## config.mk

```make
export PLATFORM = sky130hd
export DESIGN_NAME = rr_grant_sched_8_flat
export DESIGN_NICKNAME = d
export VERILOG_FILES = /design/src/rtl/rr_grant_sched_8_if.sv /design/src/rtl/rr_grant_sched_8.sv /design/src/flat_wrapper.sv
export SDC_FILE = /design/constraint.sdc
export NUM_CORES = 1
export LEC_CHECK = 0
export CAP_MARGIN = 20
export CORE_MARGIN = 10
export CORE_UTILIZATION = 52
export CTS_BUF_LIST = sky130_fd_sc_hd__clkbuf_16
export DETAILED_ROUTE_END_ITERATION = 16
export PLACE_DENSITY = 0.81
export SLEW_MARGIN = 15
export SYNTH_ARGS = -nofsm -noshare
export SYNTH_HDL_FRONTEND = slang
export SYNTH_SLANG_ARGS = --single-unit
```

## constraint.sdc

```tcl
create_clock -name clk -period 3.3 [get_ports clk]
set_input_delay 0.33 -clock clk [delete_from_list [all_inputs] [get_ports clk]]
set_output_delay 0.33 -clock clk [all_outputs]
set_load 0.02 [all_outputs]
```

## src/rtl/rr_grant_sched_8_if.sv

```systemverilog
// Request/grant bundle for the 8-way round-robin scheduler.
// Requester i sits on vector bit (7-i) in both req and gnt.
interface rr_grant_sched_8_if;
    logic       en;
    logic [7:0] req;
    logic [7:0] gnt;
    logic [2:0] gnt_idx;
    logic       gnt_valid;
    logic       timeout;

    modport master (
        output en,
        output req,
        input  gnt,
        input  gnt_idx,
        input  gnt_valid,
        input  timeout
    );

    modport slave (
        input  en,
        input  req,
        output gnt,
        output gnt_idx,
        output gnt_valid,
        output timeout
    );
endinterface

```

## src/rtl/rr_grant_sched_8.sv

```systemverilog
// 8-way round-robin grant scheduler with a hold watchdog.
// Registered one-hot grant, MSB-first: requester i is bit (7-i).
module rr_grant_sched_8 #(
    parameter int unsigned MAX_HOLD = 16,
    parameter int unsigned CNT_W    = 8
) (
    input  logic               clk,
    input  logic               rst,
    rr_grant_sched_8_if.slave  bus
);

    typedef enum logic {
        IDLE  = 1'b0,
        GRANT = 1'b1
    } state_t;

    localparam logic [CNT_W-1:0] LIM    = CNT_W'(MAX_HOLD);
    localparam logic [CNT_W-1:0] CMAX   = '1;
    localparam logic [CNT_W-1:0] ONE    = CNT_W'(1);
    localparam bit               LIM_EN = (MAX_HOLD != 0);

    state_t           state_q, state_d;
    logic [7:0]       gnt_q, gnt_d;
    logic [2:0]       idx_q, idx_d;
    logic             vld_q, vld_d;
    logic             to_q, to_d;
    logic [CNT_W-1:0] cnt_q, cnt_d;
    logic [2:0]       ptr_q, ptr_d;

    logic [7:0]       req_idx;
    logic             found;
    logic [2:0]       win;
    logic [2:0]       cand;
    logic             own_drop;
    logic             hit;

    // Re-order requests so that bit i belongs to requester i.
    always_comb begin
        req_idx = '0;
        for (int i = 0; i < 8; i++) begin
            req_idx[i] = bus.req[7-i];
        end
    end

    // First active requester at or after the priority pointer.
    always_comb begin
        found = 1'b0;
        win   = ptr_q;
        cand  = ptr_q;
        for (int k = 0; k < 8; k++) begin
            cand = ptr_q + 3'(k);
            if (!found && req_idx[cand]) begin
                found = 1'b1;
                win   = cand;
            end
        end
    end

    // Release causes: owner dropped its request, or the hold limit hit.
    always_comb begin
        own_drop = !req_idx[idx_q];
        hit      = LIM_EN && (cnt_q == LIM);
    end

    // Next-state and next-output logic of the IDLE/GRANT machine.
    always_comb begin
        state_d = state_q;
        gnt_d   = gnt_q;
        idx_d   = idx_q;
        vld_d   = vld_q;
        to_d    = 1'b0;
        cnt_d   = cnt_q;
        ptr_d   = ptr_q;
        unique case (state_q)
            IDLE: begin
                gnt_d = '0;
                vld_d = 1'b0;
                cnt_d = '0;
                if (bus.en && found) begin
                    state_d = GRANT;
                    gnt_d   = 8'h80 >> win;
                    idx_d   = win;
                    vld_d   = 1'b1;
                    cnt_d   = ONE;
                    ptr_d   = win + 3'd1;
                end
            end
            GRANT: begin
                if (own_drop || hit) begin
                    state_d = IDLE;
                    gnt_d   = '0;
                    vld_d   = 1'b0;
                    cnt_d   = '0;
                    to_d    = hit && !own_drop;
                end else if (cnt_q != CMAX) begin
                    cnt_d = cnt_q + ONE;
                end
            end
        endcase
    end

    // State and output registers, synchronous reset.
    always_ff @(posedge clk) begin
        if (rst) begin
            state_q <= IDLE;
            gnt_q   <= '0;
            idx_q   <= '0;
            vld_q   <= 1'b0;
            to_q    <= 1'b0;
            cnt_q   <= '0;
            ptr_q   <= '0;
        end else begin
            state_q <= state_d;
            gnt_q   <= gnt_d;
            idx_q   <= idx_d;
            vld_q   <= vld_d;
            to_q    <= to_d;
            cnt_q   <= cnt_d;
            ptr_q   <= ptr_d;
        end
    end

    assign bus.gnt       = gnt_q;
    assign bus.gnt_idx   = idx_q;
    assign bus.gnt_valid = vld_q;
    assign bus.timeout   = to_q;

endmodule
```

## src/flat_wrapper.sv

```systemverilog
// flat-port wrapper written by rule: the top's interface ports become plain ports
module rr_grant_sched_8_flat 
#(
    parameter int unsigned MAX_HOLD = 16,
    parameter int unsigned CNT_W    = 8
)
  (clk, rst, bus_en, bus_req, bus_gnt, bus_gnt_idx, bus_gnt_valid, bus_timeout);
  rr_grant_sched_8_if bus_i ();
  input  logic clk;
  input  logic rst;
  input wire logic [$bits(bus_i.en)-1:0] bus_en;
  input wire logic [$bits(bus_i.req)-1:0] bus_req;
  output wire logic [$bits(bus_i.gnt)-1:0] bus_gnt;
  output wire logic [$bits(bus_i.gnt_idx)-1:0] bus_gnt_idx;
  output wire logic [$bits(bus_i.gnt_valid)-1:0] bus_gnt_valid;
  output wire logic [$bits(bus_i.timeout)-1:0] bus_timeout;
  assign bus_i.en = bus_en;
  assign bus_i.req = bus_req;
  assign bus_gnt = bus_i.gnt;
  assign bus_gnt_idx = bus_i.gnt_idx;
  assign bus_gnt_valid = bus_i.gnt_valid;
  assign bus_timeout = bus_i.timeout;
  rr_grant_sched_8 #(.MAX_HOLD(MAX_HOLD), .CNT_W(CNT_W)) u_core (.clk(clk), .rst(rst), .bus(bus_i));
endmodule
```

==> out/qor.yml <==
outcome: "complete, but fails checks"
failed_checks: "setup timing"
critical_path.endpoint: "u_core.ptr_q[1]"
grt_start_max_net_pins: 28
multi_input_comb_area_um2: 1680
wl_per_cell_um: 18.3
p_leak_nw: 1.06
seq_area_frac_synth_pct: 22.6
powerDensity_nw_per_um2: 1070
setup_repair_after_global_routing_missed_its_margin: "true"
ys_top_cells_by_area: "sky130_fd_sc_hd__dfxtp_1, sky130_fd_sc_hd__mux4_2, sky130_fd_sc_hd__mux2i_1, sky130_fd_sc_hd__nand2_1, sky130_fd_sc_hd__mux2_2"
router_iterations_before_antenna_repair: 4
max_stage_delay_ns: 0.52
critPathSlowestCell: "sky130_fd_sc_hd__mux4_2"
floorplan.initialDensity_pct: 54.5
min_path_type: "reg -> reg"
p_comb_share_pct: 76.7
cts_hold_buf: 0
cp_data_arrival_time_ns: 3.55
cp-startpoint: "u_core.ptr_q[0]"
drive_gt1_share_pct: 28.7
utilization_pct: 70.5
critical_path_class: "reg -> reg"
power.switching_fraction_pct: 45.5
io_buffer_count: 23
timing_worst_slew_pin_value_ns: 0.771
timing.rr.end: "u_core.ptr_q[1]"
worstPathMaxFanout: 8
synth_seq_cells: 25
row_count: 23
path_cells: "inv_6 -> ha_4 -> mux4_2 -> mux2_4 -> o32ai_4 -> nand3_2 -> mux2_4 -> a41oi_4 -> inv_2 -> ha_1 -> a211oi_1"
syn-instance-count: 246
io_pins: 24
global_route_overflow: 0
critical_path.startpoint_type: "flip-flop"
slew_headroom_pct: 48.5
floorplan.die.height_um: 85.2
track_usage_pct: 16.3
worst-r2r-setup-slack_ns: -0.10
reg2reg_from: "u_core.ptr_q[0]"
maxSlewViolCount: 0
power.ir.vdd_worst_uv: 670
numClockSinks: 25
syn-cell-area_um2: 2210
cts_inserted_buffers: 3
critPathMostFrequentCell: "sky130_fd_sc_hd__mux2_4"
drt_wl_total_um: 6290
drc: 0
dp_hpwl_um: 4530
post_synth.cell_area_avg_um2: 9.00
fin_crit_ns: 3.40
regArea_um2: 505
htree_levels: 1
min_period_over_period_pct: 103
synth_top_area_share_pct: 22.6
ys_types: 57
dieArea_um2: 7270
synth_top_flop_cell: "sky130_fd_sc_hd__dfxtp_1"
worst-path-buf-inv: 2
nets: 312
post_synth_edffs: 0
pwr-share-clk_pct: 9.1
internal_power_mw: 1.66
clock_pin_slew_reported_for_the_worst_setup_and_hold_paths_after_clock_tree_synthesis_ns: 0.06
synthDominantAreaCellType: "sky130_fd_sc_hd__dfxtp_1"
route.vias.total: 2115
syn-num-nets: 264
seqPwrFrac_pct: 14.2
areaGrowthSynthToFinish_pct: 29.2
finalHoldViolCount: 0
preCtsSetupSlack_ns: -0.0492
first_global_vias: 2071
die_width_um: 85.2
insertion_delay_to_the_later_sink_of_the_worst_skew_pair_ns: 0.26
reg2regPathDepth: 11
design.core.area_um2: 4060
tritoncts_clock_tree: "done"
cp.required_ns: 3.44
final-setup-viol-count: 1
maxClockFrequency_ghz: 0.294
fin_worst_skew_ns: 0.00268
via_per_inst: 6.17
antenna_cells: 0
number_of_antenna_violations_at_the_first_check_in_global_routing: 0
num-fill-cells: 318
finalWeightedCongestion: 0.962
ant_nets: 0
worst_path_dominant_cell_family: "multiplexers"
synth.yosys.warnings: 0
drv.max_cap_violation_count: 0
drt-initial-drc-count: 181
crit_cells: 11
synth-async-reset-ratio_pct: 0
netSwitchingPower_mw: 1.39
clk_path_buf_depth: 2
cts.root.buffer_cell: "sky130_fd_sc_hd__clkbuf_16"
first_pass_grt_wire_length_um: 10000
worst_slack_ns: -0.104
worstSetupEndpointType: "flip-flop"
-- kinds of logic after synthesis --
logic type / count (synthesis) / synth area share (%)
xor+xnor: 6 / 2.37
fa+ha+maj: 7 / 3.96
flops: 25 / 22.6
mux: 37 / 24.8
simple gates: 93 / 20.5
buf+inv: 23 / 4.86
compound gates: 55 / 20.9
-- what timing repair did --
| action | in CTS | in global routing |
|---|---|---|
| setup endpoints to repair | 4 | 9 |
| setup buffers | 4 | 4 |
| pin swaps | 5 | 6 |
| cloned | 0 | 0 |
| resized for setup | 7 | 9 |
-- power groups by stage --
stage | clock, mW | sequential (mW) | combinational, mW
2_1_floorplan | 0 | 0.440 | 1.56
3_3_place_gp | 0 | 0.432 | 1.96
3_5_place_dp | 0 | 0.434 | 2.01
4_1_cts | 0.277 | 0.430 | 2.16
5_1_grt | 0.286 | 0.440 | 2.51
6_report | 0.276 | 0.434 | 2.34
-- placed cells by master (no fill, tap or decap), drive strengths merged, types with 8 or more instances in the layout --
cell type and instances:
dfxtp 25, mux2i 14, inv 9, buf 34, a21oi 8, nor3 8, mux2 10, nor2 19
mux4 13, clkdlybuf4s50 23, nand3 16, o21ai 9, nand2 27
-- metal layers --
layer | wire [um] | share of wire [%] | vias to the layer above | global-route usage [%]
met1 | 2760 | 44 | 993 | 20.2
met3 | 340 | 5.4 | 14 | 3.25
met5 | 0 | 0 | - | 0
met2 | 3040 | 48 | 77 | 26.6
met4 | 147 | 2.3 | 0 | 6.89
li1 | - | - | 1031 | -
-- worst min-delay path, delay by kind of cell, from the launching register on --
family | cells | cell delay (ns)
AOI/OAI and AO/OA | 1 | 0.05
DFF | 1 | 0.31
and+or+nand+nor | 1 | 0.05
-- layout make-up --
| cell class | count | share of cell area, % |
|---|---|---|
| Clock inverter | 1 | 0.262 |
| Inverter | 9 | 1.36 |
| Multi-Input combinational cell | 198 | 58.8 |
| Timing Repair Buffer | 57 | 17.1 |
| Clock buffer | 3 | 2.62 |
| Tap cell | 50 | 2.19 |
| Sequential cell | 25 | 17.7 |
-- state kept, by name, indices dropped and copies added (netlist names) --
register	cells
u_core.state_q	1
u_core.ptr_q	3
u_core.bus.timeout	1
u_core.bus.gnt_valid	1
u_core.bus.gnt	8
u_core.cnt_q	8
u_core.bus.gnt_idx	3
-- through the flow --
stage / hold WS, ns / instances / power (mW) / area, um^2 / TNS [ns]
final: 0.456 / 343 / 3.05 / 2860 / -0.104
after global routing: 0.470 / 343 / 3.24 / 2860 / -0.618
after CTS: 0.460 / 339 / 2.87 / 2790 / 0
after detailed placement: 0.443 / 331 / 2.45 / 2660 / -0.0708
after global placement: 0.433 / 331 / 2.39 / 2660 / 0
after floorplan: 0.422 / 246 / 2.01 / 2260 / -0.0369
-- synth_stat cells (all sizes together) (4+ instances only) --
library cell,instances
a21oi,8
a32o,4
and2,5
buf,7
clkbuf,7
dfxtp,25
ha,7
inv,9
mux2,10
mux2i,14
mux4,13
nand2,27
nand2b,6
nand3,16
nor2,19
nor3,8
o21ai,9
xor2,4
-- worst min-delay path by stage --
stage | slack, ns | end | cells after the start | from
2_1_floorplan | 0.42 | u_core.bus.timeout | 2 | u_core.state_q
3_3_place_gp | 0.43 | u_core.bus.gnt_valid | 2 | u_core.bus.gnt_valid
3_5_place_dp | 0.44 | u_core.bus.gnt_valid | 2 | u_core.bus.gnt_valid
4_1_cts | 0.46 | u_core.bus.gnt_valid | 2 | u_core.bus.gnt_valid
5_1_grt | 0.47 | u_core.bus.gnt[6] | 2 | u_core.bus.gnt[6]
6_report | 0.46 | u_core.bus.gnt[6] | 2 | u_core.bus.gnt[6]
No activity file was read; power rests on OpenSTA's default activity.
==> patch 1 (config.mk and constraints unchanged) <==
`CNT_W` is set to 8 in 2 places; all go to 12.
--- a/src/rtl/rr_grant_sched_8.sv
+++ b/src/rtl/rr_grant_sched_8.sv
@@ -2,7 +2,7 @@
 // Registered one-hot grant, MSB-first: requester i is bit (7-i).
 module rr_grant_sched_8 #(
     parameter int unsigned MAX_HOLD = 16,
-    parameter int unsigned CNT_W    = 8
+    parameter int unsigned CNT_W    = 12
 ) (
     input  logic               clk,
     input  logic               rst,
--- a/src/flat_wrapper.sv
+++ b/src/flat_wrapper.sv
@@ -2,7 +2,7 @@
 module rr_grant_sched_8_flat 
 #(
     parameter int unsigned MAX_HOLD = 16,
-    parameter int unsigned CNT_W    = 8
+    parameter int unsigned CNT_W    = 12
 )
   (clk, rst, bus_en, bus_req, bus_gnt, bus_gnt_idx, bus_gnt_valid, bus_timeout);
   rr_grant_sched_8_if bus_i ();
Function: same outputs for any inputs over 10 cycles, from zero or initial values and one cycle with rst high; that may be too few to reach the edited logic, so the function may still have changed.
==> patch 1 against the original RTL <==
  * The run still ends with negative setup slack left
  * Sequential cell count rose by 4
  * Critical path type is now input pin to flop
  * Wire length increased by 21%
  * Non-clock buffer count increased by 30
  * Maximum frequency shrank 5.0%
  * Setup slack got worse by 0.18 ns
  * Cell count up 20%
  * Sequential share of layout area shrank 0.28 points
  * Area after synthesis is 8.0% higher
  * Largest cell class unchanged
  * Power grew 12%
  * Critical endpoint is now u_core.ptr_q[2]
  * Final area rose by 18%
  * Combinational power rose by 9.0%
  * Largest power group unchanged
  * Critical path depth increased by 5
  * Core utilization increased by 6.1 points
==> patch 1: results (changes against the original RTL) <==
[outcome]
violations = negative setup slack
status = finished with violations

[sta]
finalSetupViolCount = 9  ; +8
setup_tns_ns = -1.725  ; -1.621 ns
clock_skew_ns = 0.008985  ; +0.006303 ns
setup_ws_ns = -0.2848  ; -0.1808 ns
whs_ns = 0.4568  ; +0.001119 ns
slew-limit-headroom = 0.7382  ; +0.2527

[critical_path]
crit_fanout = 8  ; unchanged
arrival_ns = 3.74  ; +0.19 ns
r2r_slack_ns = -0.26  ; -0.16 ns
r2r_cells = 16  ; +5
cpPeakStageDelay_ns = 0.54  ; +0.02 ns
critPathSlowestCell = clkdlybuf4s50_1
path_delay_family = buffers and inverters

[detailed_routing]
routed_wl_um = 7634  ; +21%
dr.pass1.iters = 5  ; +1
via_per_inst = 6.554  ; +6.3%

[synthesis]
synth_nets = 295  ; +12%
syn_inst = 275  ; +12%
synthTopCellsByArea = dfxtp_1 (24%), mux4_2 (9.4%), mux2i_1 (5.4%)
ys_seq_area_frac = 0.2429  ; +0.01682
ys_types = 66  ; +16%
synth_common_cells = nand2_1 (30), dfxtp_1 (29), nor2_1 (22)

[place]
placed_area_um2 = 3078  ; +16%
globalplace.congestion = 0.9104  ; -5.3%
placedCellCount = 392  ; +18%
dp_worst_setup_slack_ns = -0.3401  ; -0.2909 ns

[power_and_ir_drop]
p_leak_nw = 1.313  ; +24%
irDropWorstVdd_mv = 0.6554  ; -2.2%

[final_layout]
n_fill_cell = 284  ; -11%
instances_no_fill = 410  ; +20%
nets = 377  ; +21%
layout-drive-gt1-share = 0.3128  ; +0.02616

[clock_tree]
clock_latency_ns = 0.28  ; +0.02 ns
htree_levels = 2  ; +1
cts_buffers = 5  ; +2
root_buffer = clkbuf_16

[global_route]
grt_use_met2 = 0.3280  ; +0.06169
grt_max_degree = 17  ; -39%
use_met3 = 0.05014  ; +0.01763
grt_usage = 0.1962  ; +0.03324
grt_pass1_wl_um = 12220  ; +22%
grt_pass1_vias = 2567  ; +24%
gr-usage-met1 = 0.2341  ; +0.03186

patch 1: layout make-up:
cell class                 count  share of cell area
multi-input combinational    225              0.5359
tap                           52             0.01925
inverter                       9             0.01147
clock inverter                 3            0.003331
clock buffer                   5             0.03701
sequential                    29              0.1739
timing repair buffer          87              0.2191
patch 1: what timing repair did:
item                                    4_1_cts  5_1_grt
gates resized for setup                      18        7
endpoints found under the setup margin        9       10
buffers inserted                              7        3
pin swaps                                     2        4
patch 1: cells by family (layout without fill, tap and decap cells):
| kind of cell | count (synthesis) | count (layout) | share of synthesized area |
|---|---|---|---|
| simple gates | 101 | 101 | 0.2157 |
| compound gates | 80 | 80 | 0.2450 |
| flops | 29 | 29 | 0.2429 |
| mux | 28 | 28 | 0.1738 |
| buf+inv | 21 | 104 | 0.04188 |
| fa+ha+maj | 9 | 9 | 0.04712 |
| xor+xnor | 7 | 7 | 0.03351 |
patch 1: worst max path at each step:
stage | startpoint | to | slack [ns] | depth (start not counted)
after detailed placement | bus_req[4] | u_core.bus.gnt[1] | -0.34 | 14
after global routing | u_core.ptr_q[0] | u_core.bus.gnt[1] | -0.41 | 16
final | bus_req[3] | u_core.ptr_q[2] | -0.28 | 16
after floorplan | u_core.ptr_q[0] | u_core.bus.gnt[1] | -0.14 | 18
after global placement | bus_req[4] | u_core.bus.gnt[1] | -0.29 | 14
after CTS | u_core.ptr_q[0] | u_core.bus.gnt[1] | -0.06 | 16
patch 1: per-layer routing:
layer,up-vias,share of wire
li1,1217,-
met1,1281,0.40
met2,156,0.49
met3,33,0.078
met4,0,0.033
met5,-,0
patch 1: per-stage QoR:
stage / utilization / power [mW]
floorplan: - / 1.776
global placement: 0.6973 / 2.584
detailed placement: 0.6973 / 2.634
CTS: 0.7568 / 3.243
global route: 0.7659 / 3.613
finish: 0.7659 / 3.423
patch 1: report_power, final:
| part | switching [mW] | total, mW | internal, mW |
|---|---|---|---|
| clock network | 0.147 | 0.416 | 0.269 |
| registers | 0.0509 | 0.453 | 0.402 |
| logic | 1.23 | 2.55 | 1.32 |
patch 1: worst reg2reg max path: stages, from the launching register on:
cell,delay [ns]
dfxtp_4,0.37
buf_6,0.20
mux4_2,0.53
and2_1,0.21
nor2_1,0.13
buf_4,0.17
nand4b_1,0.20
buf_4,0.21
buf_4,0.13
o21ai_1,0.25
o211ai_1,0.19
buf_4,0.18
buf_6,0.11
ha_4,0.17
ha_4,0.21
mux2i_1,0.15
nor2_1,0.06
==> patch 2 (same flow settings) <==
Without the edit above. Make the reset (`rst`) asynchronous in one clocked block. Comments in the files are not updated.
--- a/src/rtl/rr_grant_sched_8.sv
+++ b/src/rtl/rr_grant_sched_8.sv
@@ -100,7 +100,7 @@
     end
 
     // State and output registers, synchronous reset.
-    always_ff @(posedge clk) begin
+    always_ff @(posedge clk or posedge rst) begin
         if (rst) begin
             state_q <= IDLE;
             gnt_q   <= '0;
Formal check against the unedited RTL: differs if rst is asserted again (counterexample within 4 cycles, from zero or initial values and one cycle with rst high); with rst held inactive, the same outputs for 10 cycles.
==> patch 2 against the original RTL <==
  * First-iteration DRC count shrank 24%
  * Wire length is 14% lower
  * Power increased by 3.9%
  * Critical endpoint is now u_core.bus.gnt[0]
  * Final area is 11% lower
  * Setup slack better by 0.29 ns
  * Sequential share of layout area is 6.8 points higher
  * Area after synthesis fell by 5.0%
  * Non-clock buffer count fell by 19
  * Clock skew shrank 0.00074 ns
  * Count of clock-buffer cells in the layout stayed put
  * Sequential cell count did not move
  * Cell count is 15% lower
==> patch 2: results (changes against the original RTL) <==
[power_and_ir_drop]
p_seq_mw = 0.499  ; +15%
irDropWorstVdd_mv = 0.9683  ; +45%
p_leak_nw = 1.094  ; +3.1%
p_clk_frac = 0.084  ; -0.007
p_seq_frac = 0.158  ; +0.016
p_switching_mw = 1.460  ; +5.3%

[detailed_routing]
wl_met3_um = 235  ; -31%
dr_wl_met2_um = 2702  ; -11%
initialDrtViolationCount = 138  ; -24%
via_per_inst = 6.416  ; +4.0%
routed_wl_um = 5381  ; -14%

[hold_path]
hold_depth = 1  ; -1
hp-start = u_core.bus.gnt_valid
whs_endpoint = u_core.bus.gnt_valid

[final_layout]
layout-drive-gt1-share = 0.2116  ; -0.07507
post-route-util = 0.6474  ; -0.05749
n_fill_cell = 293  ; -7.9%
nets = 260  ; -17%

[synthesis]
synthTopCellsByArea = dfrtp_1 (30%), mux4_2 (12%), mux2i_1 (5.2%)
ys_types = 56  ; -1.8%
synth_nets = 224  ; -15%
ys_async_sr_fraction = 1.000  ; +1.000
ys_seq_area_frac = 0.2976  ; +0.07150
synth_top_area_frac = 0.2976  ; +0.07150
synth_area_per_cell_um2 = 10.20  ; +13%

[place]
globalplace.congestion = 0.8807  ; -8.4%
dp_hpwl_um = 4024  ; -11%
dp_worst_setup_slack_ns = -0.05187  ; -0.002714 ns
placedCellCount = 286  ; -14%
placed_area_um2 = 2461  ; -7.3%

[critical_path]
critPathSlowestCell = dfrtp_1
cpPeakStageDelay_ns = 0.41  ; -0.11 ns
timing.critical_path.from = u_core.ptr_q[0]
rr_endpoint = u_core.bus.gnt[0]
crit_fanout = 5  ; -3
r2r_slack_ns = 0.19  ; +0.29 ns

[sta]
period_minus_slack_ns = 3.111  ; -0.2926 ns
whs_ns = 0.4866  ; +0.03093 ns
worstMarginPinSlew_ns = 0.9128  ; +0.1420 ns
clock_skew_ns = 0.001937  ; -0.0007441 ns

[outcome]
status = complete, no violations

[global_route]
grt_max_degree = 26  ; -7.1%
grt_pass1_vias = 1921  ; -7.2%
grt_usage = 0.1504  ; -0.01251

==> patch 2: changes by cell type after synthesis, sizes merged, moves of 4 or more <==
| cell | before | now |
|---|---|---|
| buf | 7 | 3 |
| dfrtp | 0 | 25 |
| nor2 | 19 | 27 |
| nor3 | 8 | 4 |
| and2 | 5 | 0 |
| o21ai | 9 | 3 |
| dfxtp | 25 | 0 |
| nand3 | 16 | 5 |
| inv | 9 | 13 |
| a21oi | 8 | 13 |
| nand2 | 27 | 12 |
==> patch 2: cell type report <==
| cell class | count | area share |
|---|---|---|
| clock buffer | 3 | 0.02941 |
| sequential | 25 | 0.2451 |
| inverter | 13 | 0.01912 |
| tap | 50 | 0.02451 |
| timing repair buffer | 38 | 0.1392 |
| multi-input combinational | 161 | 0.5412 |
| clock inverter | 1 | 0.001471 |
==> patch 2: logic make-up after synthesis <==
kind of cell | Yosys count | share of synthesized area
flip-flops | 25 | 0.2976
AND/OR/NAND/NOR | 65 | 0.1530
AO/OA/AOI/OAI | 50 | 0.1845
adder cells (fa/ha/maj) | 7 | 0.04166
multiplexers | 33 | 0.2435
buffers and inverters | 20 | 0.04761
XOR/XNOR | 6 | 0.03215
==> patch 2: worst register-to-register path, stage by stage (launching register included) <==
cell       delay, ns
dfrtp_1         0.41
inv_1           0.11
ha_1            0.41
inv_1           0.19
mux4_2          0.38
a2bb2oi_1       0.31
a2111oi_0       0.13
buf_4           0.16
o32ai_2         0.40
nand2_1         0.10
ha_1            0.20
a22o_1          0.21
==> patch 2: what timing repair did <==
item | in CTS | in global routing
resized for setup | 0 | 3
setup endpoints to repair | 0 | 5
setup buffers | 0 | 1
==> patch 2: per-layer routing <==
metal  vias to the layer above  GRT usage
met4                         0    0.06849
li1                        859          -
met1                       938     0.1816
met3                        16    0.02734
met2                        54     0.2516
met5                         -          0
